`config.mk`:
```
export PLATFORM = sky130hd
export DESIGN_NAME = uart_seq
export DESIGN_NICKNAME = d
export VERILOG_FILES = /design/src/rtl/uart_seq.sv
export SDC_FILE = /design/constraint.sdc
export NUM_CORES = 1
export LEC_CHECK = 0
export CAP_MARGIN = 20
export CORE_UTILIZATION = 42
export DETAILED_ROUTE_END_ITERATION = 8
export GPL_TIMING_DRIVEN = 0
export PLACE_DENSITY = 0.76
export SYNTH_ARGS = -nofsm -noshare
export SYNTH_HDL_FRONTEND = slang
export SYNTH_SLANG_ARGS = --single-unit
export TNS_END_PERCENT = 10
```
`constraint.sdc`:
```
create_clock -name clk -period 2.1 [get_ports clk]
set_input_delay 0.21 -clock clk [delete_from_list [all_inputs] [get_ports clk]]
set_output_delay 0.21 -clock clk [all_outputs]
set_load 0.01 [all_outputs]
```
`src/rtl/uart_seq.sv`:
```
// rtl/uart_seq.sv - byte-stream sequencer driving a register-mapped uart (optional RX path: UART_SEQ_RX_EN)
module uart_seq #(
  parameter int WIDTH    = 32,
  parameter int CPB_INIT = 217
) (
  input  logic             clk,
  input  logic             resetn,
  input  logic [7:0]       tx_data,
  input  logic             tx_valid,
  output logic             tx_ready,
  output logic [7:0]       rx_data,
  output logic             rx_valid,
  input  logic             rx_ready,
  output logic             rx_overrun,
  output logic             u_cs,
  output logic             u_wen,
  output logic [3:0]       u_addr,
  output logic [WIDTH-1:0] u_din,
  input  logic [WIDTH-1:0] u_dout
);

  localparam logic [3:0] ADDR_DR    = 4'd0;
  localparam logic [3:0] ADDR_CTRL  = 4'd1;
  localparam logic [3:0] ADDR_RSTAT = 4'd2;
  localparam logic [3:0] ADDR_TSTAT = 4'd3;
  localparam logic [3:0] ADDR_CPB   = 4'd4;
`ifdef UART_SEQ_RX_EN
  localparam logic [WIDTH-1:0] CTRL_VAL = WIDTH'(3);
`else
  localparam logic [WIDTH-1:0] CTRL_VAL = WIDTH'(2);
`endif

  typedef enum logic [2:0] {
    ST_RST, ST_CPB, ST_CTRL, ST_TSTAT, ST_TXW, ST_GAP
`ifdef UART_SEQ_RX_EN
    , ST_RSTAT, ST_RXR
`endif
  } state_t;

  state_t           state_q, state_d;
  logic             cs_q, cs_d, wen_q, wen_d;
  logic [3:0]       addr_q, addr_d;
  logic [WIDTH-1:0] din_q, din_d;

  // TX FIFO storage
  logic [7:0] tx_mem_q [4];
  logic [7:0] tx_mem_d [4];
  logic [1:0] tx_wr_q, tx_wr_d, tx_rd_q, tx_rd_d;
  logic [2:0] tx_cnt_q, tx_cnt_d;
  logic       tx_push, tx_pop;

  logic unused_ok;
  assign unused_ok = ^{rx_ready, u_dout};

  assign tx_ready = (tx_cnt_q < 3'd4);
  assign tx_push  = tx_valid & tx_ready;
  assign tx_pop   = (state_q == ST_TXW);

  // TX FIFO next-state: a push and a pop in the same cycle cancel in the count
  always_comb begin
    tx_mem_d = tx_mem_q;
    tx_wr_d  = tx_wr_q;
    tx_rd_d  = tx_rd_q;
    if (tx_push) begin
      tx_mem_d[tx_wr_q] = tx_data;
      tx_wr_d = tx_wr_q + 2'd1;
    end
    if (tx_pop) tx_rd_d = tx_rd_q + 2'd1;
    tx_cnt_d = tx_cnt_q + {2'b00, tx_push} - {2'b00, tx_pop};
  end

`ifdef UART_SEQ_RX_EN
  logic [7:0] rx_mem_q [4];
  logic [7:0] rx_mem_d [4];
  logic [1:0] rx_wr_q, rx_wr_d, rx_rd_q, rx_rd_d;
  logic [2:0] rx_cnt_q, rx_cnt_d;
  logic       rx_ovr_q, rx_ovr_d;
  logic       rx_in, rx_push, rx_pop;

  assign rx_valid   = (rx_cnt_q != 3'd0);
  assign rx_data    = rx_mem_q[rx_rd_q];
  assign rx_overrun = rx_ovr_q;
  assign rx_in      = (state_q == ST_RXR);
  // fullness is judged before any same-cycle consumer pop
  assign rx_push    = rx_in & (rx_cnt_q != 3'd4);
  assign rx_pop     = rx_valid & rx_ready;

  // RX FIFO next-state with sticky overrun on a dropped byte
  always_comb begin
    rx_mem_d = rx_mem_q;
    rx_wr_d  = rx_wr_q;
    rx_rd_d  = rx_rd_q;
    rx_ovr_d = rx_ovr_q | (rx_in & ~rx_push);
    if (rx_push) begin
      rx_mem_d[rx_wr_q] = u_dout[7:0];
      rx_wr_d = rx_wr_q + 2'd1;
    end
    if (rx_pop) rx_rd_d = rx_rd_q + 2'd1;
    rx_cnt_d = rx_cnt_q + {2'b00, rx_push} - {2'b00, rx_pop};
  end

  // RX FIFO registers
  always_ff @(posedge clk or negedge resetn) begin
    if (!resetn) begin
      for (int i = 0; i < 4; i++) rx_mem_q[i] <= 8'h00;
      rx_wr_q  <= 2'd0;
      rx_rd_q  <= 2'd0;
      rx_cnt_q <= 3'd0;
      rx_ovr_q <= 1'b0;
    end else begin
      rx_mem_q <= rx_mem_d;
      rx_wr_q  <= rx_wr_d;
      rx_rd_q  <= rx_rd_d;
      rx_cnt_q <= rx_cnt_d;
      rx_ovr_q <= rx_ovr_d;
    end
  end
`else
  assign rx_valid   = 1'b0;
  assign rx_data    = 8'h00;
  assign rx_overrun = 1'b0;
`endif

  // Sequencer next state, then the uart access belonging to that next state
  always_comb begin
    state_d = state_q;
    case (state_q)
      ST_RST:   state_d = ST_CPB;
      ST_CPB:   state_d = ST_CTRL;
      ST_CTRL:  state_d = ST_TSTAT;
`ifdef UART_SEQ_RX_EN
      ST_TSTAT: state_d = (u_dout[0] && tx_cnt_q != 3'd0) ? ST_TXW : ST_RSTAT;
      ST_TXW:   state_d = ST_RSTAT;
      ST_RSTAT: state_d = u_dout[0] ? ST_RXR : ST_TSTAT;
      ST_RXR:   state_d = ST_TSTAT;
`else
      ST_TSTAT: state_d = (u_dout[0] && tx_cnt_q != 3'd0) ? ST_TXW : ST_GAP;
      ST_TXW:   state_d = ST_GAP;
`endif
      ST_GAP:   state_d = ST_TSTAT;
      default:  state_d = ST_RST;
    endcase

    cs_d   = 1'b0;
    wen_d  = 1'b0;
    addr_d = 4'd0;
    din_d  = '0;
    case (state_d)
      ST_CPB:   begin cs_d = 1'b1; wen_d = 1'b1; addr_d = ADDR_CPB;  din_d = WIDTH'(CPB_INIT); end
      ST_CTRL:  begin cs_d = 1'b1; wen_d = 1'b1; addr_d = ADDR_CTRL; din_d = CTRL_VAL; end
      ST_TSTAT: begin cs_d = 1'b1; addr_d = ADDR_TSTAT; end
      // head is stable across this edge: the pop only happens while in TXW
      ST_TXW:   begin cs_d = 1'b1; wen_d = 1'b1; addr_d = ADDR_DR;
                      din_d = {{(WIDTH-8){1'b0}}, tx_mem_q[tx_rd_q]}; end
`ifdef UART_SEQ_RX_EN
      ST_RSTAT: begin cs_d = 1'b1; addr_d = ADDR_RSTAT; end
      ST_RXR:   begin cs_d = 1'b1; addr_d = ADDR_DR; end
`endif
      default:  ;
    endcase
  end

  // Sequencer state, registered uart bus and TX FIFO registers
  always_ff @(posedge clk or negedge resetn) begin
    if (!resetn) begin
      state_q  <= ST_RST;
      cs_q     <= 1'b0;
      wen_q    <= 1'b0;
      addr_q   <= 4'd0;
      din_q    <= '0;
      for (int i = 0; i < 4; i++) tx_mem_q[i] <= 8'h00;
      tx_wr_q  <= 2'd0;
      tx_rd_q  <= 2'd0;
      tx_cnt_q <= 3'd0;
    end else begin
      state_q  <= state_d;
      cs_q     <= cs_d;
      wen_q    <= wen_d;
      addr_q   <= addr_d;
      din_q    <= din_d;
      tx_mem_q <= tx_mem_d;
      tx_wr_q  <= tx_wr_d;
      tx_rd_q  <= tx_rd_d;
      tx_cnt_q <= tx_cnt_d;
    end
  end

  assign u_cs   = cs_q;
  assign u_wen  = wen_q;
  assign u_addr = addr_q;
  assign u_din  = din_q;

endmodule

```
==> results of run 1 <==
## worst max-delay path, delay by kind of cell, from the launching register on
kind                     cells  cell delay (ns)
adder cells (fa/ha/maj)      3             0.75
AND/OR/NAND/NOR              1             0.14
buffers and inverters        4             0.24
XOR/XNOR                     2             0.27
flip-flops                   1             0.46
## layer usage
| layer | global-route usage | share of wire | up-vias |
|---|---|---|---|
| met1 | 0.179 | 0.45 | 732 |
| met5 | 0 | 0 | - |
| met3 | 0.0336 | 0.046 | 6 |
| met2 | 0.218 | 0.48 | 47 |
| met4 | 0.0517 | 0.016 | 0 |
| li1 | - | - | 739 |
## per-stage QoR
stage          cell area [um^2]  hold WS, ns  power (uW)  setup WS [ns]
2_1_floorplan              2950      -0.0856        3430         0.0756
3_5_place_dp               3310        0.268        3970         -0.275
5_1_grt                    3480        0.527        4990         0.0456
6_report                   3480        0.459        4690          0.140
3_3_place_gp               3290        0.488        3880         -0.741
4_1_cts                    3430        0.480        4610         0.0311
## final cells by class
type                    count  share of cell area
repair buffers             33              0.0921
inverters                  14              0.0151
clock buffers               7              0.0248
flip-flops and latches     55               0.397
clock inverters             1             0.00252
well taps                  77              0.0277
multi-input cells         123               0.354
plain buffers              39              0.0874
## sequential cells by signal, summed over array words and instances, names as in the netlist
signal,cells
tx_wr_q,2
tx_mem_q,32
u_din,8
u_wen,1
state_q,3
u_addr,3
tx_rd_q,2
tx_cnt_q,3
u_cs,1
## cell usage in the layout (no fill, tap or decap), types with 2 or more instances in the layout
cell type | Yosys | routed
inv_1 | 14 | 14
buf_4 | 35 | 41
clkdlybuf4s50_1 | 0 | 24
conb_1 | 1 | 35
buf_12 | 1 | 2
mux4_2 | 8 | 8
mux2_4 | 32 | 32
buf_2 | 1 | 2
xnor2_1 | 4 | 3
dfrtp_2 | 0 | 3
ha_1 | 6 | 6
nand2b_1 | 3 | 3
nand2_8 | 4 | 4
dfrtp_1 | 55 | 52
o21ai_1 | 2 | 2
a21oi_1 | 4 | 4
nand2_1 | 5 | 5
clkbuf_8 | 0 | 6
o21ai_0 | 7 | 7
nor2b_1 | 2 | 2
## cell families (layout without fill, tap and decap cells)
logic type      Yosys count  in the layout  synth area share
xor+xnor                  5              5            0.0155
other cells               1             35           0.00133
flops                    55             55             0.488
compound gates           17             17            0.0346
buf+inv                  54             94             0.128
simple gates             19             19            0.0639
mux                      40             40             0.234
fa+ha+maj                 7              7            0.0337
## report_power, final
group | internal [uW] | leakage (uW) | switching [uW]
logic | 1350 | 0.00105 | 835
clock network | 271 | 0.0000484 | 346
registers | 1570 | 0.000666 | 316
total | 3190 | 0.00176 | 1500
## worst paths after layout
| check | endpoint | from |
|---|---|---|
| min | tx_mem_q[12] | resetn |
| min reg2reg | tx_mem_q[13] | tx_mem_q[13] |
| min in group clk | tx_mem_q[13] | tx_mem_q[13] |
| max reg2reg | tx_cnt_q[2] | tx_cnt_q[2] |
| max in group asynchronous | state_q[1] | resetn |
| max | tx_cnt_q[2] | tx_cnt_q[2] |
## repair_timing
action                                 in CTS  in global routing
setup buffers                               2                  4
hold buffers                                1                  0
pin swaps                                   1                  0
gates resized for setup                     2                  5
setup endpoints to repair                   2                  1
gates cloned                                0                  0
endpoints found under the hold margin      27                  0
==> summary.txt, run 1 <==
Placement
  • I/O Buffers: 25
  • DP Wirelength: 3090 um
  • RD Place Congestion: 0.713
  • Placed cell count: 335

Yosys
  • Number of synthesized flops with an enable pin: 0
  • Share of Yosys cell area claimed by the top area cell type: 0.488
  • Seq/Total Area, Yosys: 0.488
  • Cell accounting for the most synthesized area: dfrtp_1
  • Ys Warns: 0
  • Syn Inst Count: 198
  • Mapped Avg Cell Area: 14.2 um^2
  • Main synth FF type: dfrtp_1
  • Top cells by area, synth: dfrtp_1, mux2_4, buf_4, mux4_2, nand2_8
  • Synth cell types: 31
  • Cell area after synthesis: 2820 um^2
  • Share of async-settable or async-resettable flops after synthesis: 1.00
  • #FFs+latches synth: 55
  • Synth cell count leaders: dfrtp_1, buf_4, mux2_4, inv_1, mux4_2
  • Count leader, synth: dfrtp_1

Global route
  • GRT Total Usage: 0.136
  • Pin count of the biggest net entering global routing: 29
  • Vias in the first global route: 1459
  • First-pass GRT wire length: 7340 um
  • GRT overflow: 0
  • Number of antenna violations at the first check in global routing: 0

Timing
  • Layout Skew: 0.00802 ns
  • Max-slew violations: 0
  • Final Hold Fails: 0
  • TNS Setup: 0 ns
  • Final setup violation count: 0
  • Slew HR: 0.567
  • F_max: 510 MHz
  • Final period demand of the worst path: 1.96 ns
  • Worst-margin pin slew: 0.650 ns
  • Final period util: 0.933
  • RSZ-0062 raised after global routing: no

Worst setup path
  • Reg2Reg Setup Slack: 0.14 ns
  • Cell mode on critical path: inv_1
  • Startpoint types: flop
  • Critical Path AT: 2.16 ns
  • WS Path Type: reg -> reg
  • Crit path capture type: flop
  • Reg2reg path depth: 10
  • Worst-path cell chain: nor2b_4, buf_12, inv_1, ha_1, inv_1, ha_1, inv_1, fa_2, xnor2_2, xnor2_1
  • Required time of the critical path: 2.30 ns
  • CP max FO: 4
  • Max incr delay on CP: 0.46 ns
  • Worst path slowest cell: dfrtp_2

Die
  • Die width: 83.9 um
  • Starting Density: 0.439
  • Num rows: 29
  • Core box area: 6420 um^2
  • Top-Level Pins: 93
  • Die Y: 83.9 um
  • Die area: 7040 um^2

Pwr
  • Worst ir drop on vdd: 0.000475 V
  • Lkg Pwr: 0.00176 uW
  • Pwr per Cell Area: 1350 nW/um^2

Routing
  • Pre-Repair DR Iteration Count: 6
  • # DRC: 12
  • DRT iter0 DRCs: 71
  • Post-DRT Antenna Nets: 0
  • Drt total wl: 4490 um
  • Avg WL per Cell: 12.9 um
  • Vias/cell: 4.37
  • Via count: 1524

Layout
  • Synthesis-to-layout area growth: 23.4%
  • Fin util: 0.542
  • N_diodes: 0
  • Final #Nets: 322
  • FF/Latch Area: 1380 um^2
  • Layout cells sized above 1: 0.393
  • Fillers: 536
  • Final std cells w/o fill: 349
  • Multi-input logic area: 1230 um^2

Hold path
  • Min-Delay Path Class: in -> async

CTS
  • Root buf cell: clkbuf_8
  • Clk buf depth: 2
  • TritonCTS Buffers: 5
  • Worst skew pair latency: 0.31 ns
  • Htree depth: 2
  • CTS clock-pin slew for the worst setup and hold paths: 0.10 ns
  • Sink Count: 55
  • CTS tree: built

Run
  • Max-Cap Viols: 0

Outcome
  • Outcome: complete, but fails checks
  • Failing checks: design-rule violations
Note: power is estimated with default switching activity, not from simulation.
==> inputs of run 2 (changes only) <==
--- a/config.mk
+++ b/config.mk
@@ -9,7 +9,7 @@
 export CORE_UTILIZATION = 42
 export DETAILED_ROUTE_END_ITERATION = 8
 export GPL_TIMING_DRIVEN = 0
-export PLACE_DENSITY = 0.76
+export PLACE_DENSITY = 0.77
 export SYNTH_ARGS = -nofsm -noshare
 export SYNTH_HDL_FRONTEND = slang
 export SYNTH_SLANG_ARGS = --single-unit
==> constraint.sdc (replaced) <==
create_clock -name clk -period 1.8 [get_ports clk]
set_input_delay 0.18 -clock clk [delete_from_list [all_inputs] [get_ports clk]]
set_output_delay 0.18 -clock clk [all_outputs]
set_load 0.01 [all_outputs]
==> run 2 against run 1 <==
Against the previous run: the flow finishes with violations (design-rule violations, negative setup slack); final area up 1.7%; largest power group unchanged; sequential share of layout area down 0.71 points; largest cell class unchanged; power up 22%; utilization is 0.94 points higher; non-clock buffer count unchanged; hold slack lost 0.13 ns; flip-flop and latch count unchanged; die area unchanged; global-route usage is 0.18 points higher; cell count unchanged.
==> summary.txt, run 2 (synthesized netlist as in run 1, its figures left out) <==
Worst setup path
  • Startpoint types: flop
  • WS Path Type: reg -> reg
  • Crit path capture type: flop
  • Required time of the critical path: 2.00 ns
  • Critical Path AT: 2.11 ns
  • CP max FO: 2

Routing
  • Drt total wl: 4580 um
  • WL met1: 2050 um
  • WL met2: 2280 um
  • Pre-Repair DR Iteration Count: 6
  • Post-DRT Antenna Nets: 0
  • Met3 wire length: 206 um
  • Via count: 1540
  • # DRC: 17
  • Vias/cell: 4.41
  • Max layer used: met4
  • DRT iter0 DRCs: 93
  • Avg WL per Cell: 13.1 um

Global route
  • Vias in the first global route: 1539
  • Number of antenna violations at the first check in global routing: 0
  • First-pass GRT wire length: 7530 um
  • GRT overflow: 0
  • GRT Total Usage: 0.138
  • Pin count of the biggest net entering global routing: 39

Layout
  • Layout cells sized above 1: 0.412
  • Synthesis-to-layout area growth: 25.6%
  • Final std cells w/o fill: 349
  • Fillers: 519
  • Max FFs per register: 32
  • Register with the most flip-flops: tx_mem_q
  • Commonest non-fill, non-tap cell in the layout: dfrtp_1
  • Final #Nets: 322
  • N_diodes: 0
  • Commonest cells after routing, fill and taps aside: dfrtp_1, buf_4, conb_1

Timing
  • Layout Skew: 0.00943 ns
  • Final setup violation count: 2
  • TNS Setup: -0.134 ns
  • Final Hold Fails: 0
  • Final period demand of the worst path: 1.91 ns
  • Hold slack: 0.334 ns
  • Max-slew violations: 0
  • Final worst slack: -0.112 ns
  • Final period util: 1.06
  • RSZ-0062 raised after global routing: yes
  • F_max: 523 MHz

Pwr
  • Worst ir drop on vdd: 0.000512 V
  • Lkg Pwr: 0.00178 uW
  • Pwr per Cell Area: 1620 nW/um^2

Die
  • Starting Density: 0.439
  • Core box area: 6420 um^2
  • Top-Level Pins: 93
  • Die width: 83.9 um
  • Die area: 7040 um^2
  • Die Y: 83.9 um
  • Num rows: 29

Placement
  • RD Place Congestion: 0.714
  • DP Wirelength: 3170 um
  • Pre-CTS setup slack: -0.434 ns
  • I/O Buffers: 25
  • Placed cell count: 335

CTS
  • CTS tree: built
  • Sink Count: 55
  • Htree depth: 2
  • Worst skew pair latency: 0.31 ns
  • CTS clock-pin slew for the worst setup and hold paths: 0.10 ns
  • Clk buf depth: 2
  • TritonCTS Buffers: 5
  • Root buf cell: clkbuf_8

Outcome
  • Failing checks: design-rule violations, negative setup slack
  • Outcome: complete, but fails checks

Run
  • Max-Cap Viols: 0

Hold path
  • Min-Delay Path Class: in -> async
-- run 2: routing by layer --
layer,up-vias,track usage
met5,-,0
met4,0,0.0423
met3,5,0.0297
met2,44,0.236
met1,753,0.175
li1,738,-
-- run 2: worst paths after layout --
check,cells after the start,slack [ns],endpoint,from
setup / recovery,8,-0.11,tx_cnt_q[2],state_q[1]
hold / removal,2,0.33,tx_wr_q[0],resetn
setup reg to reg,8,-0.11,tx_cnt_q[2],state_q[1]
hold reg to reg,1,0.51,u_wen,state_q[2]
max in group asynchronous,3,0.92,tx_mem_q[16],resetn
min in group clk,1,0.51,u_wen,state_q[2]
-- run 2: what timing repair did --
item / in CTS / in global routing
hold endpoints to repair: 17 / 0
hold buffers: 1 / 0
resized for setup: 2 / 0
cloned: 0 / 0
pin swaps: 5 / 5
buffers inserted: 4 / 2
setup endpoints to repair: 2 / 2
-- run 2: layout make-up --
type | instances | area [um^2] | area share
Sequential cell | 55 | 1380 | 0.390
Multi-Input combinational cell | 123 | 1250 | 0.353
Buffer | 39 | 304 | 0.0859
Inverter | 14 | 52.6 | 0.0149
Tap cell | 77 | 96.3 | 0.0272
Clock inverter | 3 | 67.6 | 0.0191
Timing Repair Buffer | 33 | 320 | 0.0905
Clock buffer | 5 | 68.8 | 0.0194
-- run 2: critical path, stage by stage, from the launching register on --
cell and delay, ns:
dfrtp_1 0.43, nor3b_4 0.29, ha_4 0.24, inv_2 0.06
ha_4 0.12, inv_2 0.03, fa_2 0.36, xnor2_2 0.15
xnor2_1 0.12
-- run 2: stage by stage --
stage	power, uW	util	area [um^2]
3_5_place_dp	4750	0.523	3360
5_1_grt	6080	0.551	3540
4_1_cts	5780	0.551	3540
2_1_floorplan	4110	-	3000
3_3_place_gp	4630	0.521	3340
6_report	5740	0.551	3540
-- run 2: where the power goes --
group | leakage (uW) | internal (uW) | switching [uW] | total [uW]
Combinational | 0.00104 | 1580 | 1020 | 2600
Sequential | 0.000667 | 1830 | 354 | 2190
Clock | 0.0000644 | 555 | 402 | 957
